**src/rtl/vga_fb_arbiter_pkg.sv**
```systemverilog
// vga_fb_arbiter_pkg
//   Shared definitions for the VGA framebuffer path:
//   - fb_state_e : arbiter FSM state encoding (ST_IDLE / ST_FETCH / ST_DRAIN)
//   - 800x600@60 timing constants, shared with the timing generator
//   - fetch_cycles() : number of FETCH cycles for one line, with or without
//     reserved host slots
package vga_fb_arbiter_pkg;

  typedef enum logic [1:0] {
    ST_IDLE  = 2'd0,
    ST_FETCH = 2'd1,
    ST_DRAIN = 2'd2
  } fb_state_e;

  // 800x600@60 (40 MHz pixel clock)
  localparam int H_VISIBLE = 800;
  localparam int H_FRONT   = 40;
  localparam int H_SYNC    = 128;
  localparam int H_BACK    = 88;
  localparam int H_TOTAL   = H_VISIBLE + H_FRONT + H_SYNC + H_BACK;
  localparam int V_VISIBLE = 600;
  localparam int V_FRONT   = 1;
  localparam int V_SYNC    = 4;
  localparam int V_BACK    = 23;
  localparam int V_TOTAL   = V_VISIBLE + V_FRONT + V_SYNC + V_BACK;

  // Every period-th FETCH cycle is given to the host when slots are enabled,
  // so words-1 further reads need (words-1)/(period-1) extra cycles.
  function automatic int fetch_cycles(input int words, input int period, input bit slot_en);
    if (slot_en && period > 1) return words + (words - 1) / (period - 1);
    return words;
  endfunction

endpackage

```
**src/rtl/vga_fb_arbiter_if.sv**
```systemverilog
// vga_fb_arbiter_if
//   Host single-word write port (valid/ready).
//   valid : host has a write pending
//   addr  : framebuffer word address
//   data  : framebuffer write data
//   ready : arbiter accepts the write in this cycle when valid & ready
//   Modports: master = host side, slave = arbiter side.
interface vga_fb_arbiter_if #(
  parameter int ADDR_W = 15,
  parameter int DATA_W = 16
);
  logic              valid;
  logic [ADDR_W-1:0] addr;
  logic [DATA_W-1:0] data;
  logic              ready;

  modport master (output valid, output addr, output data, input ready);
  modport slave  (input valid, input addr, input data, output ready);
endinterface

```
**src/rtl/vga_fb_fetch_ctr.sv**
```systemverilog
// vga_fb_fetch_ctr
//   Word counter for one line fetch plus the host-slot divider.
//   i_clock  : pixel clock
//   i_reset  : synchronous active-high reset
//   i_run    : high while the arbiter is in FETCH; low clears the counters
//   o_k      : index of the word to read this cycle
//   o_slot   : this FETCH cycle is reserved for the host (no read issued)
//   o_last   : the read of word WORDS_PER_LINE-1 is issued this cycle
module vga_fb_fetch_ctr
  import vga_fb_arbiter_pkg::*;
#(
  parameter int WORDS_PER_LINE   = 50,
  parameter int LB_ADDR_W        = 6,
  parameter int HOST_SLOT_PERIOD = 4,
  parameter bit SLOT_EN          = 1'b0
) (
  input  logic                 i_clock,
  input  logic                 i_reset,
  input  logic                 i_run,
  output logic [LB_ADDR_W-1:0] o_k,
  output logic                 o_slot,
  output logic                 o_last
);

  localparam int DIV_W = (HOST_SLOT_PERIOD > 1) ? $clog2(HOST_SLOT_PERIOD) : 1;

  logic [LB_ADDR_W-1:0] k_reg;
  logic [DIV_W-1:0]     div_reg;
  logic                 div_wrap;

  assign div_wrap = (div_reg == DIV_W'(HOST_SLOT_PERIOD - 1));
  // With slots disabled the divider still counts but never gates anything.
  assign o_slot   = SLOT_EN && i_run && div_wrap;
  assign o_last   = i_run && !o_slot && (k_reg == LB_ADDR_W'(WORDS_PER_LINE - 1));
  assign o_k      = k_reg;

  always_ff @(posedge i_clock) begin
    if (i_reset || !i_run) begin
      k_reg   <= '0;
      div_reg <= '0;
    end else begin
      div_reg <= div_wrap ? '0 : div_reg + 1'b1;
      if (!o_slot) k_reg <= k_reg + 1'b1;
    end
  end

endmodule

```
**src/rtl/vga_fb_arbiter.sv**
```systemverilog
// vga_fb_arbiter
//   Shares one single-port framebuffer RAM between line scanout and host writes.
//   A line request burst-reads WORDS_PER_LINE words into the ping-pong line
//   buffer; in IDLE the host port owns the RAM.
//   Optional feature macro: VGA_FB_ARB_HOST_SLOT_EN -- reserves every
//   HOST_SLOT_PERIOD-th FETCH cycle for the host.
// Ports
//   i_clock, i_reset     : pixel clock, synchronous active-high reset
//   i_frame_start        : rewind line pointer to 0
//   i_line_req           : fetch next line
//   host (slave)         : host write port valid/addr/data/ready
//   o_mem_addr/wdata/we  : RAM control; i_mem_rdata valid 1 cycle after addr
//   o_lb_we/addr/data    : line-buffer write
//   o_lb_bank            : bank being filled (scanout reads ~o_lb_bank)
//   o_line_done          : line completely written
//   o_overrun            : sticky, line request arrived while busy
module vga_fb_arbiter
  import vga_fb_arbiter_pkg::*;
#(
  parameter int ADDR_W           = 15,
  parameter int DATA_W           = 16,
  parameter int WORDS_PER_LINE   = 50,
  parameter int LB_ADDR_W        = 6,
  parameter int HOST_SLOT_PERIOD = 4
) (
  input  logic                 i_clock,
  input  logic                 i_reset,
  input  logic                 i_frame_start,
  input  logic                 i_line_req,
  vga_fb_arbiter_if.slave      host,
  output logic [ADDR_W-1:0]    o_mem_addr,
  output logic [DATA_W-1:0]    o_mem_wdata,
  output logic                 o_mem_we,
  input  logic [DATA_W-1:0]    i_mem_rdata,
  output logic                 o_lb_we,
  output logic [LB_ADDR_W-1:0] o_lb_addr,
  output logic [DATA_W-1:0]    o_lb_data,
  output logic                 o_lb_bank,
  output logic                 o_line_done,
  output logic                 o_overrun
);

`ifdef VGA_FB_ARB_HOST_SLOT_EN
  localparam bit SLOT_EN = 1'b1;
`else
  localparam bit SLOT_EN = 1'b0;
`endif

  fb_state_e            state_reg;
  logic [ADDR_W-1:0]    ptr_reg;     // base of the next line to fetch
  logic [ADDR_W-1:0]    base_reg;    // base of the line in flight
  logic                 lb_we_reg;
  logic [LB_ADDR_W-1:0] lb_addr_reg;
  logic                 bank_reg;
  logic                 overrun_reg;

  logic [LB_ADDR_W-1:0] k;
  logic                 slot;
  logic                 last;
  logic                 fetch_rd;
  logic                 host_ready;
  logic                 host_fire;

  vga_fb_fetch_ctr #(
    .WORDS_PER_LINE   (WORDS_PER_LINE),
    .LB_ADDR_W        (LB_ADDR_W),
    .HOST_SLOT_PERIOD (HOST_SLOT_PERIOD),
    .SLOT_EN          (SLOT_EN)
  ) u_fetch_ctr (
    .i_clock (i_clock),
    .i_reset (i_reset),
    .i_run   (state_reg == ST_FETCH),
    .o_k     (k),
    .o_slot  (slot),
    .o_last  (last)
  );

  assign fetch_rd   = (state_reg == ST_FETCH) && !slot;
  // A line request in IDLE takes the RAM next cycle, so it wins the tie.
  assign host_ready = !i_reset &&
                      (((state_reg == ST_IDLE) && !i_line_req) ||
                       ((state_reg == ST_FETCH) && slot));
  assign host_fire  = host.valid && host_ready;
  assign host.ready = host_ready;

  always_comb begin
    o_mem_addr  = '0;
    o_mem_wdata = '0;
    o_mem_we    = 1'b0;
    if (fetch_rd) begin
      o_mem_addr = base_reg + ADDR_W'(k);
    end else if (host_fire) begin
      o_mem_addr  = host.addr;
      o_mem_wdata = host.data;
      o_mem_we    = 1'b1;
    end
  end

  always_ff @(posedge i_clock) begin
    if (i_reset) begin
      state_reg   <= ST_IDLE;
      ptr_reg     <= '0;
      base_reg    <= '0;
      lb_we_reg   <= 1'b0;
      lb_addr_reg <= '0;
      bank_reg    <= 1'b0;
      overrun_reg <= 1'b0;
    end else begin
      // Read data returns one cycle after the address, so the line-buffer
      // write trails each read by one cycle.
      lb_we_reg <= fetch_rd;
      if (fetch_rd) lb_addr_reg <= k;

      if (i_line_req && (state_reg != ST_IDLE)) overrun_reg <= 1'b1;

      case (state_reg)
        ST_IDLE: begin
          if (i_line_req) begin
            state_reg <= ST_FETCH;
            base_reg  <= i_frame_start ? '0 : ptr_reg;
          end
        end
        ST_FETCH: begin
          if (last) state_reg <= ST_DRAIN;
        end
        ST_DRAIN: begin
          state_reg <= ST_IDLE;
          bank_reg  <= ~bank_reg;
          ptr_reg   <= ptr_reg + ADDR_W'(WORDS_PER_LINE);
        end
        default: state_reg <= ST_IDLE;
      endcase

      // Rewind overrides the DRAIN increment; base_reg of a fetch in flight
      // is untouched.
      if (i_frame_start) ptr_reg <= '0;
    end
  end

  assign o_lb_we     = lb_we_reg;
  assign o_lb_addr   = lb_addr_reg;
  assign o_lb_data   = i_mem_rdata;
  assign o_lb_bank   = bank_reg;
  assign o_line_done = (state_reg == ST_DRAIN);
  assign o_overrun   = overrun_reg;

endmodule

```
**src/flat_wrapper.sv**
```systemverilog
// flat-port wrapper written by rule: the top's interface ports become plain ports
module vga_fb_arbiter_flat import vga_fb_arbiter_pkg::*;
#(
  parameter int ADDR_W           = 15,
  parameter int DATA_W           = 16,
  parameter int WORDS_PER_LINE   = 50,
  parameter int LB_ADDR_W        = 6,
  parameter int HOST_SLOT_PERIOD = 4
)
  (i_clock, i_reset, i_frame_start, i_line_req, o_mem_addr, o_mem_wdata, o_mem_we, i_mem_rdata, o_lb_we, o_lb_addr, o_lb_data, o_lb_bank, o_line_done, o_overrun, host_valid, host_addr, host_data, host_ready);
  vga_fb_arbiter_if #(.ADDR_W(ADDR_W), .DATA_W(DATA_W)) host_i ();
  input  logic i_clock;
  input  logic i_reset;
  input  logic i_frame_start;
  input  logic i_line_req;
  output logic [ADDR_W-1:0] o_mem_addr;
  output logic [DATA_W-1:0] o_mem_wdata;
  output logic o_mem_we;
  input  logic [DATA_W-1:0] i_mem_rdata;
  output logic o_lb_we;
  output logic [LB_ADDR_W-1:0] o_lb_addr;
  output logic [DATA_W-1:0] o_lb_data;
  output logic o_lb_bank;
  output logic o_line_done;
  output logic o_overrun;
  input wire logic [$bits(host_i.valid)-1:0] host_valid;
  input wire logic [$bits(host_i.addr)-1:0] host_addr;
  input wire logic [$bits(host_i.data)-1:0] host_data;
  output wire logic [$bits(host_i.ready)-1:0] host_ready;
  assign host_i.valid = host_valid;
  assign host_i.addr = host_addr;
  assign host_i.data = host_data;
  assign host_ready = host_i.ready;
  vga_fb_arbiter #(.ADDR_W(ADDR_W), .DATA_W(DATA_W), .WORDS_PER_LINE(WORDS_PER_LINE), .LB_ADDR_W(LB_ADDR_W), .HOST_SLOT_PERIOD(HOST_SLOT_PERIOD)) u_core (.i_clock(i_clock), .i_reset(i_reset), .i_frame_start(i_frame_start), .i_line_req(i_line_req), .host(host_i), .o_mem_addr(o_mem_addr), .o_mem_wdata(o_mem_wdata), .o_mem_we(o_mem_we), .i_mem_rdata(i_mem_rdata), .o_lb_we(o_lb_we), .o_lb_addr(o_lb_addr), .o_lb_data(o_lb_data), .o_lb_bank(o_lb_bank), .o_line_done(o_line_done), .o_overrun(o_overrun));
endmodule
```
**config.mk**
```make
export PLATFORM = sky130hd
export DESIGN_NAME = vga_fb_arbiter_flat
export DESIGN_NICKNAME = d
export VERILOG_FILES = /design/src/rtl/vga_fb_arbiter_pkg.sv /design/src/rtl/vga_fb_arbiter_if.sv /design/src/rtl/vga_fb_fetch_ctr.sv /design/src/rtl/vga_fb_arbiter.sv /design/src/flat_wrapper.sv
export SDC_FILE = /design/constraint.sdc
export NUM_CORES = 1
export LEC_CHECK = 0
export CORE_MARGIN = 2
export CORE_UTILIZATION = 45
export CTS_BUF_LIST = sky130_fd_sc_hd__clkbuf_4 sky130_fd_sc_hd__clkbuf_8
export CTS_CLUSTER_SIZE = 8
export DETAILED_ROUTE_END_ITERATION = 12
export PLACE_DENSITY = 0.8
export SLEW_MARGIN = 40
export SYNTH_ARGS = -nofsm -noshare
export SYNTH_HDL_FRONTEND = slang
export SYNTH_SLANG_ARGS = --single-unit
```
**constraint.sdc**
```tcl
create_clock -name i_clock -period 3.2 [get_ports i_clock]
set_clock_uncertainty 0.1 [all_clocks]
set_input_delay 0.64 -clock i_clock [delete_from_list [all_inputs] [get_ports i_clock]]
set_output_delay 0.64 -clock i_clock [all_outputs]
set_load 0.1 [all_outputs]
```
* Yosys cells after proc, flatten, opt, wreduce, memory -nomap -nowiden *
Index checks and enable logic that the tools add are counted.
W data, S select, Z words.

cells by class
  multiplexer cells = 10
  equal/unequal tests = 5
  reductions and logical operators = 14
  bitwise operators = 1
  add/subtract/negate cells = 3

operator list
  kind                     count
  $mux W15                 3
  $mux W16                 2
  $add A15 B6 Y15          1
  $add A15 B6 Y15 const B  1
  $add A6 B1 Y6 const B    1
  $eq A6 B6 Y1 const B     1
  $logic_and A1 B1 Y1      5
  $mux W2                  2
  $pmux W2 S2              1
  $reduce_and A2 Y1        2
  $logic_not A1 Y1         3
  $eq A2 B1 Y1 const B     1
  $eq A2 B2 Y1 const B     1
  $logic_not A2 Y1         1
  $mux W1                  2
  $ne A2 B1 Y1 const B     1
  $ne A2 B2 Y1 const B     1
  $reduce_bool A2 Y1       1
  $reduce_or A2 Y1         1
  $logic_or A1 B1 Y1       1
  $not A1 Y1               1

word-level totals
  input bits = 52
  register bits after elaboration = 47
  output and inout port bits = 59

* Depth between registers and ports, before layout *
Gate-level depths: netlist of the first run.

  word-level depth = 6
  gate-level depth with buffers = 7

* Cells and area by module *
A second synthesis of the first run with hierarchy kept.

second synthesis, totals
  cells, all modules = 327
  area total of the unflattened synthesis = 2598.7 µm²

modules (own cells, without submodules)
  module            instances  area an instance (µm²)  cells an instance
  vga_fb_arbiter    1          2338.5                  298
  vga_fb_fetch_ctr  1          260.2                   29

* Worst setup path after synthesis of the first run *
Ideal clock, no wire load.

  kind = register to output
  from = register u_core.u_fetch_ctr.k_reg[1], in the netlist u_core.u_fetch_ctr.o_k[1]
  to = output o_mem_addr[5]
  slack = -0.994 ns
  arrival = 3.454 ns
  stages on the path, launching flop included = 6
  buffers on the path = 0
  required time = 2.460 ns
  cells stage by stage = dfxtp_1 ha_1 fa_1 a211oi_1 o21ai_0 o21ai_0

between the ends
  word-level cells in the longest chain between the ends = 2

ends and longest elaborated chain
  item                    line                    text
  from (decl)             vga_fb_fetch_ctr.sv:27  logic [LB_ADDR_W-1:0] k_reg;
  from (signal assigned)  vga_fb_fetch_ctr.sv:43  if (!o_slot) k_reg <= k_reg + 1'b1;
  $add A15 B6 Y15         vga_fb_arbiter.sv:91    o_mem_addr = base_reg + ADDR_W'(k);
  $mux W15                vga_fb_arbiter.sv:90    if (fetch_rd) begin
  to (decl)               flat_wrapper.sv:16      output logic [ADDR_W-1:0] o_mem_addr;

Every way passes these cells.

* Final worst setup path of the first run *
  from = register u_core.base_reg[1]
  to = output o_mem_addr[7]

between the ends
  word-level cells in the longest chain between the ends = 2

ends and longest elaborated chain
  item                    line                   text
  from (decl)             vga_fb_arbiter.sv:51   logic [ADDR_W-1:0] base_reg;
  from (signal assigned)  vga_fb_arbiter.sv:120  base_reg <= i_frame_start ? '0 : ptr_reg;
  $add A15 B6 Y15         vga_fb_arbiter.sv:91
  $mux W15                vga_fb_arbiter.sv:90

Every way passes these cells.

==> flow_summary.toml, run 1 <==
[global_route]
grt_max_degree = 26
grt_pass1_wl_microns = 10710
grtUsageTotal_pct = 20.31
antenna_found_initial = 0
grt-ovfl-total = 0
grt_pass1_vias = 2295

[setup_path]
crit_fanout = 6
required_ns = 2.46
slowest_delay_ns = 0.55
path_cells = "ha_4 > fa_2 > a211oi_2 > o21a_1 > buf_4 > or4_2 > nand3_2 > buf_12"
start_kind = "flip-flop"
critPathCaptureType = "output port"
cp_data_arrival_time_ns = 2.37
cp_slowest_cell = "or4_2"
worstSetupPathType = "reg2out"

[final_layout]
num-fill-cells = 451
mostFrequentLayoutCells = "nand2_1, dfxtp_1, clkdlybuf4s50_1"
final_common_cell = "nand2_1"
area.growth.synth_to_final_pct = 43.78
postLayoutCellArea_sq_um = 3891
antenna_cells = 0
drive_gt1_share_pct = 21.77
num-nets-final = 456

[drt]
dr.first_iter.drc_count = 159
postRouteAntennaNets = 0
vias = 2602
via_per_inst = 5.536
wl_microns = 6958
avgRoutedWirePerCell_microns = 14.80
dr.pass1.iters = 4
drc = 0

[floorplanning]
die_h_microns = 81.55
start_util_pct = 46.26
die_area_sq_um = 6650
ioPinCount = 111
core-area_sq_um = 5851
num_rows = 28
die_w_microns = 81.55

[synth]
synth_nets = 399
synthAdderAreaFrac_pct = 4.438
yosysUniqueCellTypes = 50
synth_compound_area_share_pct = 13.36
syn_area_sq_um = 2706
synth_top_family_by_area = "simple AND/OR/NAND/NOR gates"
ys_dominant_reg_cell = "dfxtp_1"
synth_warnings = 0
synth_edf_count = 0
syn_inst = 338
yosysSeqAreaShare_pct = 33.29
yosys.area_share.simple_pct = 31.95
avgSynthCellArea_sq_um = 8.007
async_flop_share_pct = 0
muxShareOfSynthArea_pct = 1.110
synth-xor-area-share_pct = 5.825
synth_seq_cells = 45

[clocking]
clk_latency_ns = 0.30
path_clk_slew_ns = 0.08
cts_root_buffer = "clkbuf_8"
cts_hold_buffers = 0
numCtsBuffers = 5
clock_sinks = 45
clockBufferDepth = 2
cts_tree = "done"
cts.htree.levels = 2

[timing]
whs_ns = 0.3591
rsz0062_at_grt = "false"
slew_violations = 0
finalHoldViolCount = 0
worst_pin_slew_ns = 0.8268
max-slew-margin-rel_pct = 44.51
fin_crit_sh_pct = 97.28
setup_viol = 0
finalSetupTns_ns = 0
period_needed_ns = 3.113
fmax_mhz = 321.2

[pwr]
max-vdd-ir-drop_mv = 0.2254
p_int_w = 0.0008358
clkPwrFrac_pct = 30.0
pwr_density_cell_nw_per_um2 = 305.3
pwr-share-comb_pct = 22.2
seqPwrFrac_pct = 47.7
leakagePower_nw = 1.451
p_sw_share_pct = 29.66
switching_power_w = 0.0003524
finalPower_w = 0.001188

[status]
outcome = "finished clean"

[placed_design]
place.gp.congestion = 0.8902
numPortBuffers = 78
dpl.hpwl_microns = 5124
placed_cell_area_sq_um = 3726

[job]
cap_viol_max_count = 0

[hold_path]
hp-class = "reg2reg"
## cell type report
| type | count | area [sq um] | share of cell area [%] |
|---|---|---|---|
| Clock buffer | 6 | 82.58 | 2.122 |
| Multi-Input combinational cell | 248 | 1619 | 41.61 |
| Timing Repair Buffer | 86 | 1146 | 29.45 |
| Tap cell | 75 | 93.84 | 2.412 |
| Inverter | 9 | 36.28 | 0.9325 |
| Clock inverter | 1 | 7.507 | 0.1929 |
| Sequential cell | 45 | 905.9 | 23.28 |
## synth_stat cells (3+ instances only)
library cell | count | area (sq um)
a32oi_1 | 4 | 35.03
nand2b_1 | 3 | 18.77
nor4_1 | 6 | 37.54
mux2i_1 | 3 | 30.03
buf_6 | 3 | 33.78
xor2_1 | 5 | 43.79
nor2_1 | 23 | 86.33
buf_2 | 6 | 30.03
o21ai_0 | 8 | 40.04
inv_1 | 8 | 30.03
ha_1 | 8 | 100.1
xnor2_1 | 13 | 113.9
nand3b_1 | 14 | 105.1
and3_1 | 22 | 137.6
nand3_1 | 22 | 110.1
a31oi_1 | 3 | 18.77
or4_1 | 4 | 30.03
nor3_1 | 6 | 30.03
buf_4 | 16 | 120.1
or3_1 | 4 | 25.02
a21oi_1 | 26 | 130.1
clkbuf_1 | 9 | 33.78
nand2_1 | 45 | 168.9
dfxtp_1 | 45 | 900.9
a211oi_1 | 3 | 22.52
## critical path, delay by kind of cell (launching register included)
kind	cells	cell delay, ns
adders and majority gates	2	0.40
DFF	1	0.39
buffers and inverters	2	0.33
and+or+nand+nor	2	0.66
AOI/OAI and AO/OA	2	0.29
## timing repair
action / in CTS / in global routing
setup buffers: 0 / 1
gates resized for setup: 5 / 7
pin swaps: 0 / 3
setup endpoints to repair: 3 / 4
hold endpoints to repair: 0 / 0
## metal layers
layer | GRT usage, % | vias to the layer above | wire length, microns
li1 | - | 1294 | -
met1 | 26.59 | 1197 | 3067
met2 | 33.36 | 99 | 3387
met3 | 4.066 | 12 | 409
met4 | 6.780 | 0 | 93
met5 | 0 | - | 0
## power by group through the flow
stage	clock [W]	combinational, W	sequential [W]
finish	0.000357	0.000264	0.000567
global route	0.000388	0.000276	0.000568
CTS	0.000362	0.000265	0.000568
detailed placement	0	0.000264	0.000581
global placement	0	0.000261	0.000581
floorplan	0	0.000237	0.000594
## final timing paths
path / from / to / slack (ns) / cells after the start
worst max-delay path: u_core.base_reg[1] / o_mem_addr[7] / 0.09 / 8
worst min-delay path: u_core.o_overrun / u_core.o_overrun / 0.36 / 2
worst min register to register: u_core.o_overrun / u_core.o_overrun / 0.36 / 2
worst max register to register: u_core.state_reg[1] / u_core.ptr_reg[13] / 1.42 / 5
## kinds of logic (layout without fill, tap and decap cells)
| logic type | Yosys count | count (layout) |
|---|---|---|
| buf+inv | 45 | 102 |
| xor+xnor | 18 | 18 |
| compound gates | 57 | 57 |
| mux | 3 | 3 |
| flops | 45 | 45 |
| fa+ha+maj | 9 | 9 |
| simple gates | 161 | 161 |
## metrics by stage
| stage | setup slack, ns | cells | util [%] |
|---|---|---|---|
| final | 0.08715 | 470 | 66.51 |
| after global routing | 0.001415 | 470 | 66.51 |
| after CTS | 0.01384 | 469 | 65.61 |
| after detailed placement | 0.2106 | 462 | 63.69 |
| after global placement | 0.2308 | 462 | 63.69 |
| after floorplan | 0.03127 | 338 | - |
Note: power is estimated with default switching activity, not from simulation.
==> run 2: changes to the inputs <==
Settings changed: HOLD_SLACK_MARGIN set to 0.02.
==> results of run 2 <==
The final DEF is identical to that of run 1; final timing and power are the same.
==> run 3: changes to the inputs <==
Settings changed: SKIP_LAST_GASP set to 1.
==> results of run 3 <==
The final DEF is identical to that of run 1; final timing and power are the same.
